==> config.mk <==
export PLATFORM = sky130hd
export DESIGN_NAME = x_dl_host
export DESIGN_NICKNAME = d
export VERILOG_FILES = /design/src/rtl/x_dl_pkg.sv /design/src/rtl/x_dl_host_timer.sv /design/src/rtl/x_dl_host.sv
export SDC_FILE = /design/constraint.sdc
export NUM_CORES = 1
export LEC_CHECK = 0
export CORE_MARGIN = 2
export CORE_UTILIZATION = 40
export CTS_CLUSTER_SIZE = 30
export DETAILED_ROUTE_END_ITERATION = 8
export SLEW_MARGIN = 0
export SYNTH_ARGS = -nofsm -noshare
export SYNTH_HDL_FRONTEND = slang
export SYNTH_SLANG_ARGS = --single-unit
==> constraint.sdc <==
create_clock -name i_clk -period 1.8 [get_ports i_clk]
set_input_delay 0.36 -clock i_clk [delete_from_list [all_inputs] [get_ports i_clk]]
set_output_delay 0.36 -clock i_clk [all_outputs]
set_load 0.02 [all_outputs]
==> src/rtl/x_dl_pkg.sv <==
// Shared definitions for the delay-line sampling protocol (host and x_driver side).
// Holds the FSM state encoding and the default command and timing constants.
package x_dl_pkg;

    typedef enum logic [1:0] {
        IDLE = 2'd0,
        SEND = 2'd1,
        WAIT = 2'd2,
        DONE = 2'd3
    } dl_state_t;

    localparam logic [7:0] DL_CMD     = 8'h53;
    localparam int         DL_BYTES   = 4;
    // About 40 ms at 50 MHz: generous against a 115200 baud byte time of ~4340 cycles.
    localparam int         DL_TIMEOUT = 2_000_000;

endpackage

==> src/rtl/x_dl_host_timer.sv <==
// Loadable, clearable saturating counter; o_expire flags that the next
// increment would reach P_LIMIT.
module x_dl_host_timer #(
    parameter int P_LIMIT = 16,
    localparam int W = $clog2(P_LIMIT + 1)
) (
    input  logic         i_clk,
    input  logic         i_rst_n,
    input  logic         i_clr,
    input  logic         i_load,
    input  logic [W-1:0] i_load_val,
    input  logic         i_inc,
    output logic         o_expire
);

    localparam logic [W-1:0] LIMIT = W'(P_LIMIT);
    localparam logic [W-1:0] LAST  = W'(P_LIMIT - 1);

    logic [W-1:0] count;

    // Clear and load take priority, so an expiry can never coincide with either.
    assign o_expire = i_inc && !i_clr && !i_load && (count == LAST);

    always_ff @(posedge i_clk or negedge i_rst_n) begin
        if (!i_rst_n) begin
            count <= '0;
        end else if (i_clr) begin
            count <= '0;
        end else if (i_load) begin
            count <= i_load_val;
        end else if (i_inc && (count != LIMIT)) begin
            count <= count + 1'b1;
        end
    end

endmodule

==> src/rtl/x_dl_host.sv <==
// Host-side engine: sends one sample command over a UART tx, collects the
// P_BYTES response LSB first and presents it with a one-cycle valid.
module x_dl_host
    import x_dl_pkg::*;
#(
    parameter logic [7:0] P_CMD     = DL_CMD,
    parameter int         P_BYTES   = DL_BYTES,
    parameter int         P_TIMEOUT = DL_TIMEOUT
) (
    input  logic                 i_clk,
    input  logic                 i_rst_n,
    input  logic                 i_req,
    output logic                 o_busy,
    output logic                 o_tx_valid,
    output logic [7:0]           o_tx_data,
    input  logic                 i_tx_accept,
    input  logic                 i_rx_valid,
    input  logic [7:0]           i_rx_data,
    output logic                 o_valid,
    output logic [8*P_BYTES-1:0] o_data,
    output logic                 o_timeout
);

    localparam int              CW        = $clog2(P_BYTES + 1);
    localparam int              TW        = $clog2(P_TIMEOUT + 1);
    localparam logic [CW-1:0]   LAST_BYTE = CW'(P_BYTES - 1);

    dl_state_t     state;
    logic [CW-1:0] count;
    logic          tmr_clr;
    logic          tmr_inc;
    logic          tmr_expire;

    // Silence is only measured in WAIT; a received byte restarts the window.
    assign tmr_clr = (state != WAIT) || i_rx_valid;
    assign tmr_inc = (state == WAIT);

    x_dl_host_timer #(
        .P_LIMIT (P_TIMEOUT)
    ) u_timer (
        .i_clk      (i_clk),
        .i_rst_n    (i_rst_n),
        .i_clr      (tmr_clr),
        .i_load     (1'b0),
        .i_load_val ({TW{1'b0}}),
        .i_inc      (tmr_inc),
        .o_expire   (tmr_expire)
    );

    always_ff @(posedge i_clk or negedge i_rst_n) begin
        if (!i_rst_n) begin
            state      <= IDLE;
            count      <= '0;
            o_busy     <= 1'b0;
            o_tx_valid <= 1'b0;
            o_tx_data  <= 8'h00;
            o_valid    <= 1'b0;
            o_data     <= '0;
            o_timeout  <= 1'b0;
        end else begin
            o_valid   <= 1'b0;
            o_timeout <= 1'b0;
            case (state)
                IDLE: begin
                    if (i_req) begin
                        state      <= SEND;
                        o_busy     <= 1'b1;
                        o_tx_valid <= 1'b1;
                        o_tx_data  <= P_CMD;
                    end
                end
                SEND: begin
                    if (i_tx_accept) begin
                        state      <= WAIT;
                        o_tx_valid <= 1'b0;
                        count      <= '0;
                    end
                end
                WAIT: begin
                    if (i_rx_valid) begin
                        for (int k = 0; k < P_BYTES; k++) begin
                            if (count == CW'(k)) begin
                                o_data[8*k +: 8] <= i_rx_data;
                            end
                        end
                        count <= count + 1'b1;
                        if (count == LAST_BYTE) begin
                            state   <= DONE;
                            o_valid <= 1'b1;
                        end
                    end else if (tmr_expire) begin
                        state     <= IDLE;
                        o_busy    <= 1'b0;
                        o_timeout <= 1'b1;
                    end
                end
                DONE: begin
                    state  <= IDLE;
                    o_busy <= 1'b0;
                end
                default: begin
                    state <= IDLE;
                end
            endcase
        end
    end

endmodule

==> parameters.txt <==
Parameter                              Value

STA
  Slew Viols, Final    0
  Setup repair after global routing missed its margin    no
  Worst setup skew after layout    0.007938 ns
  Maximum clock rate    582.2 MHz
  Fin Setup TNS    0 ns
  Tightest hold margin    0.01573 ns
  Number of endpoints with negative hold slack in the final report    0
  Number of endpoints failing setup at the final stage    0
  Minimum clock period after layout    1.718 ns
  Final period util    95.42%

GRT
  Antenna violations before repair    0
  First-pass GRT wire length    9.887 mm
  Global Route met1 Usage    21.59%
  Maximum number of pins on one net before global-route repair    64
  Grt met2 use    26.06%
  Met3 global-route usage    4.340%
  Total track usage    16.51%
  Busiest layer in global routing    met2
  Number of global-route vias before repair    2049
  Remaining global-route overflow    0

CTS
  PostCTS Resize Cnt    0
  CTS tree    yes
  Worst-path clk slew    0.08 ns
  Post-cts hold buffer count    0
  Clock latency on the worst-skew pair    0.34 ns
  Clock sink count    63
  CTS HTree Levels    3
  Clock Tree Root    sky130_fd_sc_hd__clkbuf_8
  Num CTS Buffers    9
  Buffers from clock root to sink, at most    2
  Setup Buffers After CTS    0

Pwr
  Internal power    3.347 mW
  Share of total power in the clock network    21.3%
  Net switching power figure    1.794 mW
  Total leakage power    1.744 nW
  Pwr Density    1334 nW/um2
  Power share of the combinational group    38.5%
  Switching share of total power    34.89%
  Part of the total power dissipated in sequential elements    40.2%
  Peak ir drop on the vdd network    0.4771 mV

Layout
  Nets    344
  Utilization after layout    53.69%
  Post-route standard cell area excluding fillers    3852 um2
  Area growth from synthesis to layout    31.98%
  Antenna Cells    0
  Fraction of final layout cells with drive strength greater than 1    24.01%

Yosys
  Dominant synthesized flop cell    sky130_fd_sc_hd__dfrtp_1
  Post-synth top area share    54.01%
  Proportion of synthesized chip area in sequential cells    54.01%
  Share of synthesized flip-flops with an asynchronous set or reset    100.0%
  Summed instance area of the synthesized netlist    2919 um2
  Library cell with the largest summed area after synthesis    sky130_fd_sc_hd__dfrtp_1
  Number of flops mapped to enable cells by yosys    0
  Mean post-synth cell area    11.63 um2
  Distinct cell type count of the synthesized netlist    49
  Yosys warning total    0
  Syn Inst Count    251
  Synth top area cells    sky130_fd_sc_hd__dfrtp_1 (54%), sky130_fd_sc_hd__mux2_2 (12%), sky130_fd_sc_hd__ha_1 (3.0%)
  Yosys reg bits    63

Detailed routing
  Average wire per standard cell    13.98 um
  Total number of vias    2138
  Ratio of routed vias to standard cells    4.995
  DR pass1 iterations    4
  Residual DRC count    0
  Final Routed Wirelength    5.982 mm
  Antenna Violating Nets Remaining    0
  Drt initial violations    50

Place
  HPWL reported at the end of detailed placement    4.161 mm
  Weighted congestion at the end of routability-driven global placement    0.7558
  Number of buffers inserted by port buffering    52
  Total cell area at the placement stage    3674 um2

Critical path
  Type of the worst setup path    reg2out
  Critical path's largest stage delay    0.62 ns
  Arrival @ worst endpoint    1.36 ns
  Max Fanout on Critical Path    5
  Capture instance of the worst register-to-register path    u_timer.count[20]
  Slowest stage cell on the critical path    sky130_fd_sc_hd__clkdlybuf4s50_1
  Setup slack of the most critical reg-to-reg path    0.17 ns
  Critical path buffer and inverter count    1
  Number of cells traversed by the worst register-to-register path    4
  Cell-by-cell trace of the critical path    clkdlybuf4s50_1
  Worst R2R Start    u_timer.count[3]
  Critical path data required time    1.44 ns
  Cell family contributing the most delay on the critical path    buffers and inverters
  Startpoint kind of the worst setup timing path    flop
  Endpoint type of the worst setup path    output port

Run
  Max-cap viol count    0

Floorplan
  Site row count    31
  Core Box Area    7176 um2
  Initial Util    40.68%
  Die span in y    89.43 um
  Floorplan die area    7997 um2
  Die outline width    89.43 um
  Top-Level Pins    57

Hold path
  Type of the most critical hold path    in2async

Status
  Outcome    complete, no violations
[cells in the final DEF, fill, tap and decap left out, types with 5 or more instances in the layout]
master	instances
sky130_fd_sc_hd__nor3_1	5
sky130_fd_sc_hd__o21ai_0	7
sky130_fd_sc_hd__clkbuf_8	9
sky130_fd_sc_hd__ha_1	7
sky130_fd_sc_hd__nand2_1	16
sky130_fd_sc_hd__dfrtp_1	63
sky130_fd_sc_hd__inv_1	9
sky130_fd_sc_hd__a21oi_1	11
sky130_fd_sc_hd__clkdlybuf4s50_1	51
sky130_fd_sc_hd__nand3_1	6
sky130_fd_sc_hd__nor2_1	20
sky130_fd_sc_hd__mux2_2	32
sky130_fd_sc_hd__xor2_1	10
sky130_fd_sc_hd__nand4_1	5
sky130_fd_sc_hd__buf_4	19
[final cells by class]
class | instances | area, um2
clock inverter | 7 | 48.80
multi-input combinational | 167 | 1227
sequential | 63 | 1577
tap | 99 | 123.9
timing repair buffer | 74 | 718.2
fill | 658 | 3323
clock buffer | 9 | 123.9
inverter | 9 | 33.78
[flip-flops by register name (all words and copies together), names as in the netlist]
name and flops:
state 2, o_tx_data 1, o_tx_valid 1, o_timeout 1, o_valid 1, u_timer.count 21
o_busy 1, o_data 32, count 3
[power groups by stage]
stage               Sequential (mW)  Combinational [mW]  Clock, mW
floorplan                      2.46               0.667          0
global placement               2.09                1.97          0
detailed placement             2.10                2.01          0
CTS                            2.07                2.01       1.12
global route                   2.12                2.15       1.21
finish                         2.07                1.98       1.10
[cell families (layout without fill, tap and decap cells)]
kind of cell    Yosys count  count (layout)  synth area share [%]
buf+inv                  24              99                 4.543
simple gates             77              77                 14.70
fa+ha+maj                 7               7                 3.000
mux                      33              33                 12.69
flops                    63              63                 54.01
other cells               1               4                0.1285
compound gates           35              35                 7.630
xor+xnor                 11              11                 3.300
[synth_stat cells (2+ instances only)]
cell type,instances
sky130_fd_sc_hd__nand4b_1,2
sky130_fd_sc_hd__buf_2,3
sky130_fd_sc_hd__a31oi_1,3
sky130_fd_sc_hd__or3_2,2
sky130_fd_sc_hd__mux2_2,32
sky130_fd_sc_hd__a41o_1,3
sky130_fd_sc_hd__a21oi_1,11
sky130_fd_sc_hd__inv_1,9
sky130_fd_sc_hd__ha_1,7
sky130_fd_sc_hd__clkbuf_1,2
sky130_fd_sc_hd__and3_1,4
sky130_fd_sc_hd__nand4_1,5
sky130_fd_sc_hd__nor2_1,20
sky130_fd_sc_hd__dfrtp_1,63
sky130_fd_sc_hd__a211oi_1,2
sky130_fd_sc_hd__xor2_1,10
sky130_fd_sc_hd__or3_1,2
sky130_fd_sc_hd__o31ai_1,2
sky130_fd_sc_hd__nand3_1,6
sky130_fd_sc_hd__o21ai_0,7
sky130_fd_sc_hd__nor3_1,5
sky130_fd_sc_hd__nand2_1,16
sky130_fd_sc_hd__buf_4,8
sky130_fd_sc_hd__nor3b_1,2
[how the worst max path moves through the flow]
| stage | start | end | cells past startpoint |
|---|---|---|---|
| 6_report | o_tx_data[0] | o_tx_data[1] | 1 |
| 5_1_grt | o_tx_data[0] | o_tx_data[4] | 1 |
| 4_1_cts | o_tx_data[0] | o_tx_data[1] | 1 |
| 3_5_place_dp | i_rx_valid | u_timer.count[17] | 7 |
| 3_3_place_gp | i_rx_valid | o_data[10] | 6 |
| 2_1_floorplan | u_timer.count[2] | u_timer.count[20] | 5 |
[per-layer routing]
metal	wire (um)	vias up
met5	0	-
met4	94	0
met3	288	11
met2	2770	51
met1	2828	1050
li1	-	1026
[per-stage QoR]
step                      std cells  setup slack [ns]  power (mW)
after CTS                       428           0.06071       5.201
after global routing            428           0.01289       5.470
final                           428           0.08237       5.141
after global placement          412          -0.04414       4.055
after floorplan                 254            0.2849       3.128
after detailed placement        412          -0.09319       4.105
[worst register-to-register path, stage by stage (launching register included)]
cell	delay, ns
sky130_fd_sc_hd__dfrtp_1	0.41
sky130_fd_sc_hd__and4_1	0.33
sky130_fd_sc_hd__nand4_4	0.18
sky130_fd_sc_hd__or4_1	0.49
sky130_fd_sc_hd__a21oi_1	0.15
Power figures use the tool's default switching activity.
